--- config.mk ---
export PLATFORM = sky130hd
export DESIGN_NAME = uart_tx_dev
export DESIGN_NICKNAME = d
export VERILOG_FILES = /design/src/rtl/uart_tx_dev.sv
export SDC_FILE = /design/constraint.sdc
export NUM_CORES = 1
export LEC_CHECK = 0
export ABC_AREA = 0
export CAP_MARGIN = 20
export CORE_ASPECT_RATIO = 1.75
export CORE_MARGIN = 2
export CORE_UTILIZATION = 31
export CTS_BUF_LIST = sky130_fd_sc_hd__clkbuf_4 sky130_fd_sc_hd__clkbuf_8
export CTS_CLUSTER_SIZE = 16
export DETAILED_ROUTE_END_ITERATION = 10
export PLACE_DENSITY = 0.58
export SYNTH_ARGS = -nofsm -noshare
export SYNTH_HDL_FRONTEND = slang
export SYNTH_SLANG_ARGS = --single-unit
export TNS_END_PERCENT = 5
--- constraint.sdc ---
create_clock -name clk -period 12.2 [get_ports clk]
set_input_delay 3.66 -clock clk [delete_from_list [all_inputs] [get_ports clk]]
set_output_delay 3.66 -clock clk [all_outputs]
set_load 0.03 [all_outputs]
--- src/rtl/uart_tx_dev.sv ---
// ---------------------------------------------------------------------------
// uart_tx_dev
//
// UART transmitter peripheral on the processor bridge. Software writes bytes
// into a small FIFO. A four-state FSM sends each byte 8N1 on a registered TX
// line: one start bit, eight data bits LSB first, and one stop bit. Each bit
// lasts a programmable number of clock cycles. A level interrupt is raised
// while the interrupt is enabled and the transmitter has fully drained.
//
// Register map (add_i):
//   0 DATA   : write pushes dat_i[7:0]; reads 0
//   1 STATUS : read {28'b0, ovf, busy, full, empty}; write dat_i[3]=1 clears ovf
//   2 CTRL   : [0] en, [1] ie
//   3 DIV    : [15:0] clock cycles per bit (0 behaves as 1)
//
// Ports:
//   clk    system clock, all state changes on the rising edge
//   rst    synchronous active-high reset
//   add_i  register select (device address bits [3:2])
//   we_i   write strobe for this device
//   dat_i  write data
//   dat_o  read data, combinational from add_i and registered state
//   IRQ    level interrupt request (ie && empty && !busy)
//   txd    serial output, registered, idle high
// ---------------------------------------------------------------------------
module uart_tx_dev #(
    parameter int          DEPTH     = 8,
    parameter logic [15:0] DIV_RESET = 16'd434
) (
    input  logic        clk,
    input  logic        rst,
    input  logic [1:0]  add_i,
    input  logic        we_i,
    input  logic [31:0] dat_i,
    output logic [31:0] dat_o,
    output logic        IRQ,
    output logic        txd
);

    localparam int AW = (DEPTH > 1) ? $clog2(DEPTH) : 1;
    localparam int CW = AW + 1;
    localparam logic [CW-1:0] FULL_CNT = CW'(DEPTH);

    typedef enum logic [1:0] {
        IDLE,
        START,
        DATA,
        STOP
    } txState_e;

    // FIFO storage and bookkeeping
    logic [7:0]    fifoMem_q [DEPTH];
    logic [AW-1:0] wrPtr_q;
    logic [AW-1:0] rdPtr_q;
    logic [CW-1:0] count_q;
    logic          ovf_q;

    // Control registers
    logic          en_q;
    logic          ie_q;
    logic [15:0]   div_q;

    // Transmitter state
    txState_e      state_q, state_d;
    logic [15:0]   cnt_q, cnt_d;
    logic [2:0]    bi_q, bi_d;
    logic [7:0]    shift_q, shift_d;
    logic          txd_q, txd_d;

    logic          empty;
    logic          full;
    logic          busy;
    logic          pop;
    logic          dataWrite;
    logic          push;
    logic          pushDrop;
    logic [15:0]   divEff;
    logic          bitDone;
    logic          unusedBits;

    assign empty     = (count_q == '0);
    assign full      = (count_q == FULL_CNT);
    assign busy      = (state_q != IDLE);
    assign dataWrite = we_i && (add_i == 2'd0);
    // Fullness is taken before any same-cycle pop, so a push into a full
    // FIFO is always dropped.
    assign push      = dataWrite && !full;
    assign pushDrop  = dataWrite && full;
    assign divEff    = (div_q == 16'd0) ? 16'd1 : div_q;
    // Comparing with >= means a bit still ends if DIV shrinks below the
    // running count in the middle of a bit.
    assign bitDone   = (cnt_q >= (divEff - 16'd1));
    assign unusedBits = ^dat_i[31:16];

    // Next-state and datapath logic for the serialiser
    always_comb begin
        state_d = state_q;
        cnt_d   = cnt_q;
        bi_d    = bi_q;
        shift_d = shift_q;
        txd_d   = txd_q;
        pop     = 1'b0;
        case (state_q)
            IDLE: begin
                if (en_q && !empty) begin
                    pop     = 1'b1;
                    shift_d = fifoMem_q[rdPtr_q];
                    txd_d   = 1'b0;
                    cnt_d   = 16'd0;
                    state_d = START;
                end
            end
            START: begin
                if (bitDone) begin
                    txd_d   = shift_q[0];
                    bi_d    = 3'd0;
                    cnt_d   = 16'd0;
                    state_d = DATA;
                end else begin
                    cnt_d = cnt_q + 16'd1;
                end
            end
            DATA: begin
                if (bitDone) begin
                    cnt_d = 16'd0;
                    if (bi_q == 3'd7) begin
                        txd_d   = 1'b1;
                        state_d = STOP;
                    end else begin
                        shift_d = {1'b0, shift_q[7:1]};
                        txd_d   = shift_q[1];
                        bi_d    = bi_q + 3'd1;
                    end
                end else begin
                    cnt_d = cnt_q + 16'd1;
                end
            end
            STOP: begin
                if (bitDone) begin
                    cnt_d = 16'd0;
                    // Chain straight into the next start bit so that
                    // queued bytes go out with no idle gap.
                    if (en_q && !empty) begin
                        pop     = 1'b1;
                        shift_d = fifoMem_q[rdPtr_q];
                        txd_d   = 1'b0;
                        state_d = START;
                    end else begin
                        state_d = IDLE;
                    end
                end else begin
                    cnt_d = cnt_q + 16'd1;
                end
            end
            default: state_d = IDLE;
        endcase
    end

    // Registered state, control registers and FIFO pointers
    always_ff @(posedge clk) begin
        if (rst) begin
            state_q <= IDLE;
            cnt_q   <= 16'd0;
            bi_q    <= 3'd0;
            shift_q <= 8'd0;
            txd_q   <= 1'b1;
            wrPtr_q <= '0;
            rdPtr_q <= '0;
            count_q <= '0;
            ovf_q   <= 1'b0;
            en_q    <= 1'b0;
            ie_q    <= 1'b0;
            div_q   <= DIV_RESET;
        end else begin
            state_q <= state_d;
            cnt_q   <= cnt_d;
            bi_q    <= bi_d;
            shift_q <= shift_d;
            txd_q   <= txd_d;

            if (push) begin
                wrPtr_q <= wrPtr_q + AW'(1);
            end
            if (pop) begin
                rdPtr_q <= rdPtr_q + AW'(1);
            end
            case ({push, pop})
                2'b10:   count_q <= count_q + CW'(1);
                2'b01:   count_q <= count_q - CW'(1);
                default: count_q <= count_q;
            endcase

            if (pushDrop) begin
                ovf_q <= 1'b1;
            end else if (we_i && (add_i == 2'd1) && dat_i[3]) begin
                ovf_q <= 1'b0;
            end

            if (we_i && (add_i == 2'd2)) begin
                en_q <= dat_i[0];
                ie_q <= dat_i[1];
            end
            if (we_i && (add_i == 2'd3)) begin
                div_q <= dat_i[15:0];
            end
        end
    end

    // FIFO storage needs no reset; only the pointers define its contents
    always_ff @(posedge clk) begin
        if (push) begin
            fifoMem_q[wrPtr_q] <= dat_i[7:0];
        end
    end

    // Read mux
    always_comb begin
        dat_o = 32'd0;
        case (add_i)
            2'd0:    dat_o = 32'd0;
            2'd1:    dat_o = {28'd0, ovf_q, busy, full, empty};
            2'd2:    dat_o = {30'd0, ie_q, en_q};
            2'd3:    dat_o = {16'd0, div_q};
            default: dat_o = 32'd0;
        endcase
    end

    assign IRQ = ie_q && empty && !busy;
    assign txd = txd_q;

endmodule

==> results by group <==
Worst setup path
  – R2R Path End: count_q[2]$_SDFFE_PP0P_
  – Worst path max stage delay: between 900 and 1000 ps
  – Worst Path Class, Setup: primary input to output pin
  – WP data arrival: 5840 ps
  – Worst EP required: around 8500 ps
  – Setup crit start kind: primary input
  – CP startpoint: add_i[0]
  – CP Capture Type: output pin
  – CP Capture Point: dat_o[1]
  – Critical path's slowest cell: clkdlybuf4s50_1
  – Worst reg2reg setup slack: approximately 6300 ps
  – Reg2Reg Depth: 22
  – Crit-path cells: clkdlybuf4s50_1 > mux2_2 > a22o_1 > clkdlybuf4s50_1
  – Crit-path leading delay family: buffers and inverters
  – Bufs and invs on worst path: 2
  – Most used cell, CP: clkdlybuf4s50_1
  – Crit path depth: 4
  – FF-to-FF Start: div_q[9]$_SDFFE_PP0P_
  – Max FO, Critical Path: 22

GRT
  – Initial antenna violation count: 0
  – Vias in the first global route: roughly 4.6k
  – Grt met3 use: 2.813%
  – GR peak layer: met2
  – GR met2 Demand/Resource: roughly a quarter
  – GRT met1 Usage: 13.53%
  – Largest net degree at the start of global routing: 65
  – First-pass GRT wire length: 23150 um
  – Total grt overflow: 0
  – Total track usage: 13.59%

STA
  – WHS: 478.4 ps
  – Max Slew Vio Count: 0
  – Final worst path period share: 77.86%
  – Worst relative slew slack: 39.05%
  – Final WS setup: 2701 ps
  – Tmin final: 9499 ps
  – Setup TNS: 0 ps
  – Final setup violation count: 0
  – RSZ-0062 raised after global routing: no
  – Worst Clk Skew: 17.25 ps
  – Final hold vios: 0
  – Slew @ Worst Pin: 912.4 ps
  – Peak Freq: 105.3 MHz

Route
  – Via/cell ratio: 5.091
  – ANT nets after route: 0
  – Routed WL: 14570 um
  – Starting DRT DRC Count: 219
  – DRT Pass-1 Iters: 4
  – Vias: 4480
  – Avg WL per Cell: 16.55 um
  – Drt drc: 0

Die
  – I/O pin cnt: 71
  – Core footprint: 0.02029 mm2
  – Die area: about 0.022 mm2
  – Core Rows: 69
  – Starting Density: 31.44%
  – Die W: 112.4 um
  – Chip height: a little under 200 um

Logic synthesis
  – Seq/Total Area, Yosys: 49.59%
  – Most frequent cell after synthesis: edfxtp_1
  – Asr flop ratio synth: 0%
  – Avg Cell Area, Syn: 10.96 um2
  – Synth Instances: 582
  – Synth top cells by count: 64 x edfxtp_1, 62 x dfxtp_1, 59 x nand2_1, 37 x a21oi_1, 37 x nor2_1
  – Top_reg_cell synth: edfxtp_1
  – Synth unique cells: 56
  – Warning count from the yosys run: 0
  – Area contributors post-synth: edfxtp_1 30%, dfxtp_1 19%, ha_1 5.9%
  – Number of synthesized flops with an enable pin: 64
  – Yosys top cell area share: ~30%
  – Yosys top cell by area: edfxtp_1
  – Seq cells post-synth: around 130
  – Synthesized cell area: roughly 0.0064 mm2

Clock network
  – CTS max path bufs: 2
  – CTS tree: yes
  – Hold-fix buffers at CTS: 0
  – Post-CTS Setup Bufs: 0
  – Clock latency on the worst-skew pair: 440 ps
  – CTS root buf: clkbuf_8
  – # clock sinks: 126
  – Worst-path clk slew: 70 ps
  – Post_cts resized: 0
  – CTS buffer count: 17
  – Htree depth: 4

Power and ir drop
  – Clk network pwr share: 44.8%
  – P_leak: 2.678 nW
  – Comb pwr share: 6.1%
  – Pwr dens: around 120 mW/mm2
  – Int Pwr: 0.6990 mW
  – Switch Pwr: 0.2236 mW
  – Switch share: 24.23%
  – Maximum VDD drop: 59.86 uV
  – Reg power frac: 49.1%

Status
  – Status: completed

Layout
  – # diodes: 0
  – Multi-input logic area: about 0.003 mm2
  – Fin util: 36.58%
  – Layout Cells excl Fill: 880
  – Register area: 0.003163 mm2
  – Fraction of final layout cells sized beyond drive strength 1: 12.34%
  – # fillers: 1963
  – Layout Nets: 686
  – Synthesis-to-layout area growth: 16.34%

Place
  – Post-DP HPWL: around 11000 um
  – Cells after DPL: about 850
  – IO buf count: 38
  – DP Worst Slack: 2733 ps
  – Routability-driven placement congestion ratio: 0.8422

Job
  – Max Cap Viol: 0

Hold path
  – HP Class: flip-flop to flip-flop
## logic make-up (layout without fill, tap and decap cells)
group | Yosys count | count (layout) | share of synthesized area [%]
other | 1 | 16 | 0.05879
buffers and inverters | 52 | 87 | 4.139
XOR/XNOR | 25 | 25 | 3.433
AO/OA/AOI/OAI | 93 | 93 | 9.965
AND/OR/NAND/NOR | 225 | 225 | 18.99
flip-flops | 126 | 126 | 49.59
multiplexers | 30 | 30 | 7.944
adder cells (fa/ha/maj) | 30 | 30 | 5.885
## placed cells by master, fill, tap and decap left out, drive strengths merged, types with 14 or more instances in the layout
cell	count
clkbuf	19
xor2	14
conb	16
nor2b	30
and3	18
nor2	37
dfxtp	62
a21oi	38
ha	30
edfxtp	64
o21ai	21
clkdlybuf4s50	37
nor3	15
inv	15
nand2	59
mux4	16
## worst reg2reg max path, stage by stage (launching register included)
cell and delay, ps:
dfxtp_1 370, or4_1 580, or3_1 400, nor4_4 270
a21oi_1 180, ha_1 230, nor3b_1 190, nand2_1 160
nor3_1 90, xnor2_1 150, ha_1 320, nand4_2 130
nor3_1 350, nor4b_2 510, nor3_1 220, a21oi_2 370
ha_1 320, xor2_1 170, ha_1 160, a21oi_1 50
xor2_1 160, or3_1 320, a21oi_1 130
## power by group through the flow
stage / Combinational [mW] / Sequential, mW / Clock (mW)
after global placement: 0.0548 / 0.463 / 0
after global routing: 0.0612 / 0.454 / 0.440
final: 0.0562 / 0.453 / 0.413
after detailed placement: 0.0566 / 0.463 / 0
after CTS: 0.0568 / 0.453 / 0.426
after floorplan: 0.0398 / 0.461 / 0
## registers in the layout, summed over array words and instances, names as in the netlist, named ones only
register,cells
txd,1
count_q,4
ie_q,1
fifoMem_q,64
rdPtr_q,3
state_q,2
en_q,1
bi_q,3
ovf_q,1
div_q,16
wrPtr_q,3
cnt_q,16
shift_q,8
## worst min path at each step
stage                     cells after the start                 start              endpoint  slack (ps)
after floorplan                               1  bi_q[1]$_SDFFE_PP0P_  bi_q[1]$_SDFFE_PP0P_         450
after global placement                        1  bi_q[1]$_SDFFE_PP0P_  bi_q[1]$_SDFFE_PP0P_         470
after detailed placement                      1  bi_q[2]$_SDFFE_PP0P_  bi_q[2]$_SDFFE_PP0P_         470
after CTS                                     1  bi_q[1]$_SDFFE_PP0P_  bi_q[1]$_SDFFE_PP0P_         490
after global routing                          1  bi_q[1]$_SDFFE_PP0P_  bi_q[1]$_SDFFE_PP0P_         510
final                                         1  bi_q[1]$_SDFFE_PP0P_  bi_q[1]$_SDFFE_PP0P_         480
## layer usage
| metal | routed length [um] | share of wire, % | up-vias |
|---|---|---|---|
| li1 | - | - | 2172 |
| met5 | 0 | 0 | - |
| met4 | 490 | 3.4 | 0 |
| met2 | 8255 | 57 | 79 |
| met1 | 5479 | 38 | 2207 |
| met3 | 342 | 2.3 | 22 |
## cell type report
class                      count  share of cell area, %
clock inverter                14                  2.731
tap                          248                  4.181
timing repair buffer          47                  6.205
multi-input combinational    419                  40.60
clock buffer                  18                  3.254
sequential                   126                  42.62
inverter                       8                 0.4047
## metrics by stage
| stage | total power, mW | instance area (um2) |
|---|---|---|
| floorplan | 0.5009 | 6435 |
| global placement | 0.5176 | 6944 |
| detailed placement | 0.5195 | 6972 |
| CTS | 0.9356 | 7416 |
| global route | 0.9553 | 7421 |
| finish | 0.9226 | 7421 |
Note: power is estimated with default switching activity, not from simulation.
